===== src/rtl/pkt_dump_pkg.sv =====
// Shared types and constants for the capture-RAM dump controller.
package pkt_dump_pkg;

    typedef enum logic [3:0] {
        IDLE,
        ARM,
        WAIT,
        SOF,
        LEN_HI,
        LEN_LO,
        FETCH,
        DATA,
        CSUM,
        GAP
    } dumpState_e;

    localparam logic [7:0] SOF_BYTE_DEFAULT = 8'hA5;
    localparam int         HDR_BYTES        = 3;

    // Two's complement of the running sum, so that sum(data) + checksum == 0 mod 256.
    function automatic logic [7:0] csumByte(input logic [7:0] sum);
        return (~sum) + 8'd1;
    endfunction

endpackage


===== src/rtl/pkt_dump_ctrl.sv =====
// Arms the capture RAM, waits for a frame, then streams it as
// SOF, length hi, length lo, data bytes, checksum toward the UART.
module pkt_dump_ctrl
    import pkt_dump_pkg::*;
#(
    parameter int         ADDR_W     = 12,
    parameter int         MAX_LEN    = 1518,
    parameter logic [7:0] SOF_BYTE   = SOF_BYTE_DEFAULT,
    parameter int         GAP_CYCLES = 16
) (
    input  logic              clk,
    input  logic              rst,
    input  logic              enable,
    output logic              capture,
    input  logic              done,
    input  logic [ADDR_W-1:0] pkt_length,
    output logic [ADDR_W-1:0] pkt_addr,
    input  logic [7:0]        pkt_data,
    output logic              out_valid,
    input  logic              out_ready,
    output logic [7:0]        out_data,
    output logic              busy,
    output logic [15:0]       pkt_count,
    output logic              len_clamped
);

    if (MAX_LEN < 1 || MAX_LEN >= (1 << ADDR_W) || ADDR_W > 16 || GAP_CYCLES < 0) begin : g_bad_params
        $error("pkt_dump_ctrl: MAX_LEN must fit in ADDR_W bits, ADDR_W <= 16, GAP_CYCLES >= 0");
    end

    localparam int                GAP_W     = (GAP_CYCLES < 2) ? 1 : $clog2(GAP_CYCLES + 1);
    localparam logic [ADDR_W-1:0] MAX_LEN_A = ADDR_W'(MAX_LEN);
    localparam logic [GAP_W-1:0]  GAP_LAST  = GAP_W'(GAP_CYCLES);

    dumpState_e        state_q;
    logic              capture_q;
    logic [ADDR_W-1:0] pktAddr_q;
    logic              outValid_q;
    logic [7:0]        outData_q;
    logic [15:0]       pktCount_q;
    logic              lenClamped_q;
    logic [GAP_W-1:0]  gapCnt_q;
    logic [7:0]        csum_q;
    logic [ADDR_W-1:0] len_q;

    logic              xfer;
    logic [ADDR_W-1:0] len_d;
    logic [7:0]        csum_d;
    logic [15:0]       lenWide;
    logic [ADDR_W-1:0] lenLast;
    logic              tooLong;

    assign xfer    = outValid_q && out_ready;
    assign tooLong = (pkt_length > MAX_LEN_A);
    assign len_d   = tooLong ? MAX_LEN_A : pkt_length;
    assign csum_d  = csum_q + outData_q;
    assign lenWide = 16'(len_q);
    assign lenLast = len_q - ADDR_W'(1);

    always_ff @(posedge clk) begin
        if (rst) begin
            state_q      <= IDLE;
            capture_q    <= 1'b0;
            pktAddr_q    <= '0;
            outValid_q   <= 1'b0;
            outData_q    <= '0;
            pktCount_q   <= '0;
            lenClamped_q <= 1'b0;
            gapCnt_q     <= '0;
            csum_q       <= '0;
            len_q        <= '0;
        end else begin
            capture_q    <= 1'b0;
            lenClamped_q <= 1'b0;

            unique case (state_q)
                IDLE: begin
                    if (enable) begin
                        state_q   <= ARM;
                        capture_q <= 1'b1;
                    end
                end

                ARM: begin
                    state_q <= WAIT;
                end

                // No timeout here: the RAM is already armed and will report eventually.
                WAIT: begin
                    if (done) begin
                        len_q        <= len_d;
                        lenClamped_q <= tooLong;
                        if (len_d == '0) begin
                            state_q  <= GAP;
                            gapCnt_q <= '0;
                        end else begin
                            state_q    <= SOF;
                            outValid_q <= 1'b1;
                            outData_q  <= SOF_BYTE;
                        end
                    end
                end

                SOF: begin
                    if (xfer) begin
                        state_q   <= LEN_HI;
                        outData_q <= lenWide[15:8];
                    end
                end

                LEN_HI: begin
                    if (xfer) begin
                        state_q   <= LEN_LO;
                        outData_q <= lenWide[7:0];
                    end
                end

                LEN_LO: begin
                    if (xfer) begin
                        state_q    <= FETCH;
                        outValid_q <= 1'b0;
                        pktAddr_q  <= '0;
                        csum_q     <= '0;
                    end
                end

                // pkt_addr has been stable for a full clock, so pkt_data now matches it.
                FETCH: begin
                    state_q    <= DATA;
                    outValid_q <= 1'b1;
                    outData_q  <= pkt_data;
                end

                DATA: begin
                    if (xfer) begin
                        csum_q <= csum_d;
                        if (pktAddr_q == lenLast) begin
                            state_q   <= CSUM;
                            outData_q <= csumByte(csum_d);
                        end else begin
                            state_q    <= FETCH;
                            outValid_q <= 1'b0;
                            pktAddr_q  <= pktAddr_q + ADDR_W'(1);
                        end
                    end
                end

                CSUM: begin
                    if (xfer) begin
                        state_q    <= GAP;
                        outValid_q <= 1'b0;
                        pktCount_q <= pktCount_q + 16'd1;
                        gapCnt_q   <= '0;
                    end
                end

                // Occupies GAP_CYCLES + 1 clocks, so a zero gap still spends one cycle here.
                GAP: begin
                    if (gapCnt_q == GAP_LAST) begin
                        if (enable) begin
                            state_q   <= ARM;
                            capture_q <= 1'b1;
                        end else begin
                            state_q <= IDLE;
                        end
                    end else begin
                        gapCnt_q <= gapCnt_q + GAP_W'(1);
                    end
                end

                default: begin
                    state_q    <= IDLE;
                    outValid_q <= 1'b0;
                end
            endcase
        end
    end

    assign capture     = capture_q;
    assign pkt_addr    = pktAddr_q;
    assign out_valid   = outValid_q;
    assign out_data    = outData_q;
    assign busy        = (state_q != IDLE);
    assign pkt_count   = pktCount_q;
    assign len_clamped = lenClamped_q;

endmodule


===== config.mk =====
export PLATFORM = sky130hd
export DESIGN_NAME = pkt_dump_ctrl
export DESIGN_NICKNAME = d
export VERILOG_FILES = /design/src/rtl/pkt_dump_pkg.sv /design/src/rtl/pkt_dump_ctrl.sv
export SDC_FILE = /design/constraint.sdc
export NUM_CORES = 1
export LEC_CHECK = 0
export CAP_MARGIN = 20
export CORE_ASPECT_RATIO = 1.4
export CORE_MARGIN = 2
export CORE_UTILIZATION = 58
export DETAILED_ROUTE_END_ITERATION = 10
export DONT_BUFFER_PORTS = 1
export GPL_ROUTABILITY_DRIVEN = 0
export MAX_ROUTING_LAYER = met4
export PLACE_DENSITY = 0.75
export SLEW_MARGIN = 20
export SYNTH_ARGS = -nofsm -noshare
export SYNTH_HDL_FRONTEND = slang
export SYNTH_SLANG_ARGS = --single-unit

===== constraint.sdc =====
create_clock -name clk -period 2.67 [get_ports clk]
set_clock_uncertainty 0.05 [all_clocks]
set_input_delay 0.4005 -clock clk [delete_from_list [all_inputs] [get_ports clk]]
set_output_delay 0.4005 -clock clk [all_outputs]
set_load 0.005 [all_outputs]

; Word-level counts from Yosys, hierarchy flattened
; Index checks and enable logic that the tools add are counted.
[classes]
mux = 41
bitwise = 4
add_sub_neg = 6
reduce_logical = 18
n_shift = 0
order_cmp = 1
div_mod_pow = 0
n_eq_ne = 25
n_mul = 0
[op_table]
columns = cell, n
row1 = 8-bit two-way mux, 8
row2 = 12-bit two-way mux, 4
row3 = 4-bit two-way mux, 10
row4 = 4-bit case mux with 10 select lines, 1
row5 = 8-bit case mux with 5 select lines, 1
row6 = 2-bit inequality test (second input constant), 13
row7 = 12-bit case mux with 2 select lines, 1
row8 = 5-bit two-way mux, 4
row9 = 16-bit by 1-bit adder with 16-bit output (second input constant), 1
row10 = 4-bit by 3-bit equality test with 1-bit output (second input constant), 4
row11 = 8-bit case mux with 2 select lines, 1
row12 = 5-bit case mux with 3 select lines, 1
row13 = 12-bit by 1-bit adder with 12-bit output (second input constant), 1
row14 = 12-bit equality test, 1
row15 = 12-bit by 11-bit > comparator with 1-bit output (second input constant), 1
row16 = 12-bit logical NOT, 1
row17 = 12-bit by 1-bit subtractor with 12-bit output (second input constant), 1
row18 = 8-bit by 1-bit adder with 8-bit output (second input constant), 1
row19 = 8-bit adder, 1
row20 = 4-bit by 2-bit equality test with 1-bit output (second input constant), 2
row21 = 4-bit equality test (second input constant), 2
row22 = 1-bit two-way mux, 8
row23 = 8-bit inverter, 1
row24 = 8-bit AND reduction, 1
row25 = 22 further kinds, 25
[totals]
out_inout_bits = 40
mem_count = 0
elab_cells = 105
register_bits = 68
latch_bits = 0
in_bits = 25
romBits = 0
mem_bits_rw = 0

; Logic depth before layout (Yosys ltp)
[depth]
ltp_word = 6
mapped_depth = 11
depth_no_buf = 11

; Least setup slack after synthesis
; No wires, ideal clock.
[synth_path]
path_type = register -> register
startpoint = register len_q[0]
endpoint = register outData_q[6], in the netlist out_data[6]
required_time_ns = 2.503
setup_slack_ns = 0.112
arrival_ns = 2.392
path_stages_with_launch = 11
n_path_buf = 0
setup_ns = 0.117
synth_period_minus_slack_ns = 2.558
path_cell_list = dfxtp_1 > inv_1 > ha_1 > nor3b_1 > xnor2_1 > a2111oi_1 > nand2_1 > nor3_2 > o21ai_1 > nor2b_1 > a22o_1
[synth_via]
elab_chain_cells = 4
[synth_rtl]
columns = item, line_no
row1 = start: declaration, pkt_dump_ctrl.sv:44  ; logic [ADDR_W-1:0] len_q;
row2 = start signal: assignment, pkt_dump_ctrl.sv:91  ; len_q <= len_d;
row3 = 12-bit by 1-bit subtractor with 12-bit output, pkt_dump_ctrl.sv:58  ; assign lenLast = len_q - ADDR_W'(1);
row4 = 12-bit equality test, pkt_dump_ctrl.sv:137  ; if (pktAddr_q == lenLast) begin
row5 = 2-bit inequality test (no line), n/a
row6 = 7-bit AND reduction (no line), n/a
row7 = end signal: assignment, pkt_dump_ctrl.sv:107  ; outData_q <= lenWide[15:8];
row8 = end signal: assignment, pkt_dump_ctrl.sv:131  ; outData_q <= pkt_data;
row9 = end signal: assignment, pkt_dump_ctrl.sv:139  ; outData_q <= csumByte(csum_d);
row10 = end: declaration, pkt_dump_ctrl.sv:39  ; logic [7:0] outData_q;
; No other way between the ends.
; A chain may end at the register's enable or synchronous reset.

; Final worst setup path
[layout_path]
startpoint = register len_q[3]
endpoint = register pktAddr_q[4], in the netlist pkt_addr[4]
[layout_via]
elab_chain_cells = 4
[layout_rtl]
columns = item, line_no
row1 = 12-bit by 1-bit subtractor with 12-bit output, pkt_dump_ctrl.sv:58
row2 = 12-bit equality test, pkt_dump_ctrl.sv:137
row3 = 2-bit inequality test (no line), n/a
row4 = 4-bit AND reduction (no line), n/a
row5 = end signal: assignment, pkt_dump_ctrl.sv:143  ; pktAddr_q <= pktAddr_q + ADDR_W'(1);
row6 = end: declaration, pkt_dump_ctrl.sv:37  ; logic [ADDR_W-1:0] pktAddr_q;
; No other way between the ends.

==> results.py <==
metrics = {
    "logic_synthesis": {
        "ys_top_cells_by_area": "dfxtp_1 34%, nor2_1 6.8%, xor2_1 5.4%",
        "yosysSeqAreaShare": 0.335,
        "ys_ff_latch": 68,
        "synthesis.nets": 540,
        "synth_ff_type": "dfxtp_1",
        "synth_edf_count": 0,
        "syn-mean-instance-area_sq_um": 8.10,
        "ys_async_sr_fraction": 0,
        "syn_inst": 501,
        "synthDistinctLibCells": 65,
        "yosys_warnings": 0,
        "synth_top_cell_by_area": "dfxtp_1",
        "synth_area_sq_um": 4060,
        "yosysTopAreaCellShare": 0.335,
    },
    "timing": {
        "finalSetupViolations": 0,
        "whs_ns": 0.0726,
        "finalHoldViolCount": 0,
        "min_period_over_period": 0.962,
        "worstMarginPinSlew_ns": 0.493,
        "fmaxAchievable_mhz": 389,
        "fin_setup_tns_ns": 0,
        "drv_slew": 0,
        "period_needed_ns": 2.57,
        "rsz0062_at_grt": "yes",
        "relSlewSlack": 0.669,
    },
    "hold_path": {
        "hold_path_class": "in -> reg",
    },
    "final_layout": {
        "fin_area_sq_um": 4600,
        "fin_util": 0.667,
        "drive_gt1_frac": 0.125,
        "nNetsFinal": 563,
        "n_antenna_cell": 0,
        "syn2layout_area_growth_pct": 13.3,
    },
    "floorplanning": {
        "initial_core_util": 0.589,
        "num_rows": 36,
        "core_area_sq_um": 6890,
        "ios": 65,
        "die_w_microns": 74.7,
        "die_h_microns": 103,
        "die_area_sq_um": 7690,
    },
    "critical_path": {
        "r2r_start": "len_q[3]",
        "crit_path_frequent_cell": "buf_4",
        "end_kind": "flip-flop",
        "reg2reg_depth": 10,
        "crit_path_top_delay_cell": "dfxtp_1",
        "cp-start-kind": "flip-flop",
        "timing.critical_path.slowest_cell_delay_ns": 0.38,
        "regToRegSetupSlack_ns": 0.10,
        "crit_path_cell_trace": "nor4_4, and4b_1, xor2_1, a311oi_2, buf_4, buf_4, nor3_2, or2_1, or3_1, a21oi_1",
        "path_class": "reg -> reg",
        "cp_max_fo": 7,
        "cp_num_cells": 10,
        "cp-endpoint": "pkt_addr[4]",
        "critPathArrivalTime_ns": 2.80,
        "rr_endpoint": "pkt_addr[4]",
        "critPathTopFamily": "simple AND/OR/NAND/NOR gates",
        "startpoint": "len_q[3]",
        "cp_num_buf_inv": 2,
        "crit_required_ns": 2.90,
    },
    "global_route": {
        "track_usage": 0.281,
        "first_global_vias": 3594,
        "overflow": 0,
        "grt_max_degree": 59,
        "antenna_found_initial": 0,
        "grt_pass1_wl_mm": 16.2,
    },
    "route": {
        "drt-initial-drc-count": 290,
        "drt_wl_total_mm": 10.6,
        "wl_per_cell_microns": 17.0,
        "via_per_inst": 6.26,
        "drtPass1Iterations": 6,
        "drc_errors": 0,
        "vias": 3908,
        "ant_nets": 0,
    },
    "clock_tree": {
        "clockBufferDepth": 2,
        "numCtsBuffers": 9,
        "cts_tree": "done",
        "cts_htree_levels": 3,
        "clkTransAtPathRegs_ns": 0.08,
        "cts.sinks": 68,
        "clk_latency_ns": 0.35,
        "hold_buffers": 0,
        "clock-root-buffer": "clkbuf_8",
    },
    "power_and_ir_drop": {
        "power.leakage_nw": 1.71,
        "power_density_nw_per_um2": 655,
        "vdd_drop_max_uv": 478,
    },
    "placed_design": {
        "dp_hpwl_mm": 7.81,
        "port_buffers": 0,
        "placed_area_sq_um": 4330,
    },
    "flow_run": {
        "max_cap_violations": 0,
    },
    "run_status": {
        "outcome": "finished, final reports clean",
    },
}
[Yosys cell counts (2+ instances only)]
cell	count
xnor2_1	20
nor4_1	7
clkbuf_1	21
and3_1	14
ha_1	13
nor2_1	73
o21a_1	3
xor2_1	25
a32o_1	2
nand4_1	5
and2_1	4
o21bai_1	3
a21o_1	3
a31oi_1	3
or3_1	5
o21ai_1	2
o2bb2ai_1	3
nor2b_1	5
nand3b_1	6
inv_1	15
o22ai_1	3
and4b_1	2
o31ai_1	2
nand3_1	26
o21ai_0	13
or4_1	2
nand2b_1	3
dfxtp_1	68
nor3_1	28
nor3b_1	6
o211ai_1	3
a21oi_1	32
a22o_1	3
nor3_2	3
a21bo_2	2
a211oi_1	4
a22oi_1	7
a221oi_1	6
nand2_1	22
and4_1	3
mux2i_1	7
[through the flow]
| step | power (W) | setup WS [ns] | instances |
|---|---|---|---|
| 3_3_place_gp | 0.00207 | 0.00304 | 606 |
| 4_1_cts | 0.00295 | 0.0257 | 623 |
| 3_5_place_dp | 0.00210 | -0.0440 | 606 |
| 5_1_grt | 0.00316 | -0.0593 | 624 |
| 6_report | 0.00301 | 0.102 | 624 |
| 2_1_floorplan | 0.00184 | 0.112 | 501 |
[layout make-up]
cell class / instances / area (sq um)
inverters: 16 / 60.1
flip-flops and latches: 68 / 1360
clock buffers: 12 / 145
multi-input cells: 395 / 2610
well taps: 95 / 119
repair buffers: 34 / 255
clock inverters: 4 / 48.8
fillers: 594 / 2290
[routing by layer]
metal | share of wire | global-route usage
met4 | 0.032 | 0.141
met1 | 0.39 | 0.295
met3 | 0.053 | 0.0723
met5 | 0 | -
met2 | 0.52 | 0.480
[cells by family after synthesis]
group | after synthesis | synth area share
AND/OR/NAND/NOR | 220 | 0.281
adder cells (fa/ha/maj) | 14 | 0.0450
XOR/XNOR | 46 | 0.103
AO/OA/AOI/OAI | 106 | 0.178
flip-flops | 68 | 0.335
multiplexers | 9 | 0.0228
buffers and inverters | 38 | 0.0354
[cells in the final DEF (no fill, tap or decap), types with 5 or more instances in the layout]
cell	count
nand3_1	26
a221oi_1	5
o21ai_0	13
dfxtp_1	68
nand4_1	5
ha_1	12
a21oi_1	31
xnor2_1	20
nor2_1	73
or3_1	5
nor3_1	27
inv_1	15
a22oi_1	7
nand2_1	22
nor4_1	7
xor2_1	25
and3_1	14
nor2b_1	5
nand3b_1	6
mux2i_1	7
buf_4	34
clkbuf_8	10
[flip-flops by register name, summed over array words and instances (netlist names)]
| name | flops |
|---|---|
| csum_q | 8 |
| out_data | 8 |
| gapCnt_q | 5 |
| len_q | 12 |
| capture | 1 |
| len_clamped | 1 |
| pkt_count | 16 |
| state_q | 4 |
| pkt_addr | 12 |
| out_valid | 1 |
[power breakdown]
part	internal, W	switching (W)
registers	0.00107	0.0000830
logic	0.000454	0.000571
clock network	0.000456	0.000378
[worst min path at each step]
stage,from,to,slack (ns),cells past startpoint
after floorplan,gapCnt_q[4],gapCnt_q[4],0.40,2
after global placement,gapCnt_q[4],gapCnt_q[4],0.42,2
after detailed placement,rst,pkt_addr[1],0.43,1
after CTS,rst,csum_q[0],0.06,1
after global routing,rst,csum_q[4],0.05,1
final,rst,csum_q[1],0.07,1
[timing repair]
item                       CTS  global route
gates cloned                 0             0
setup buffers                1             1
setup endpoints to repair    7            23
pin swaps                    3             6
gates resized for setup      0            10
Power figures use the tool's default switching activity.
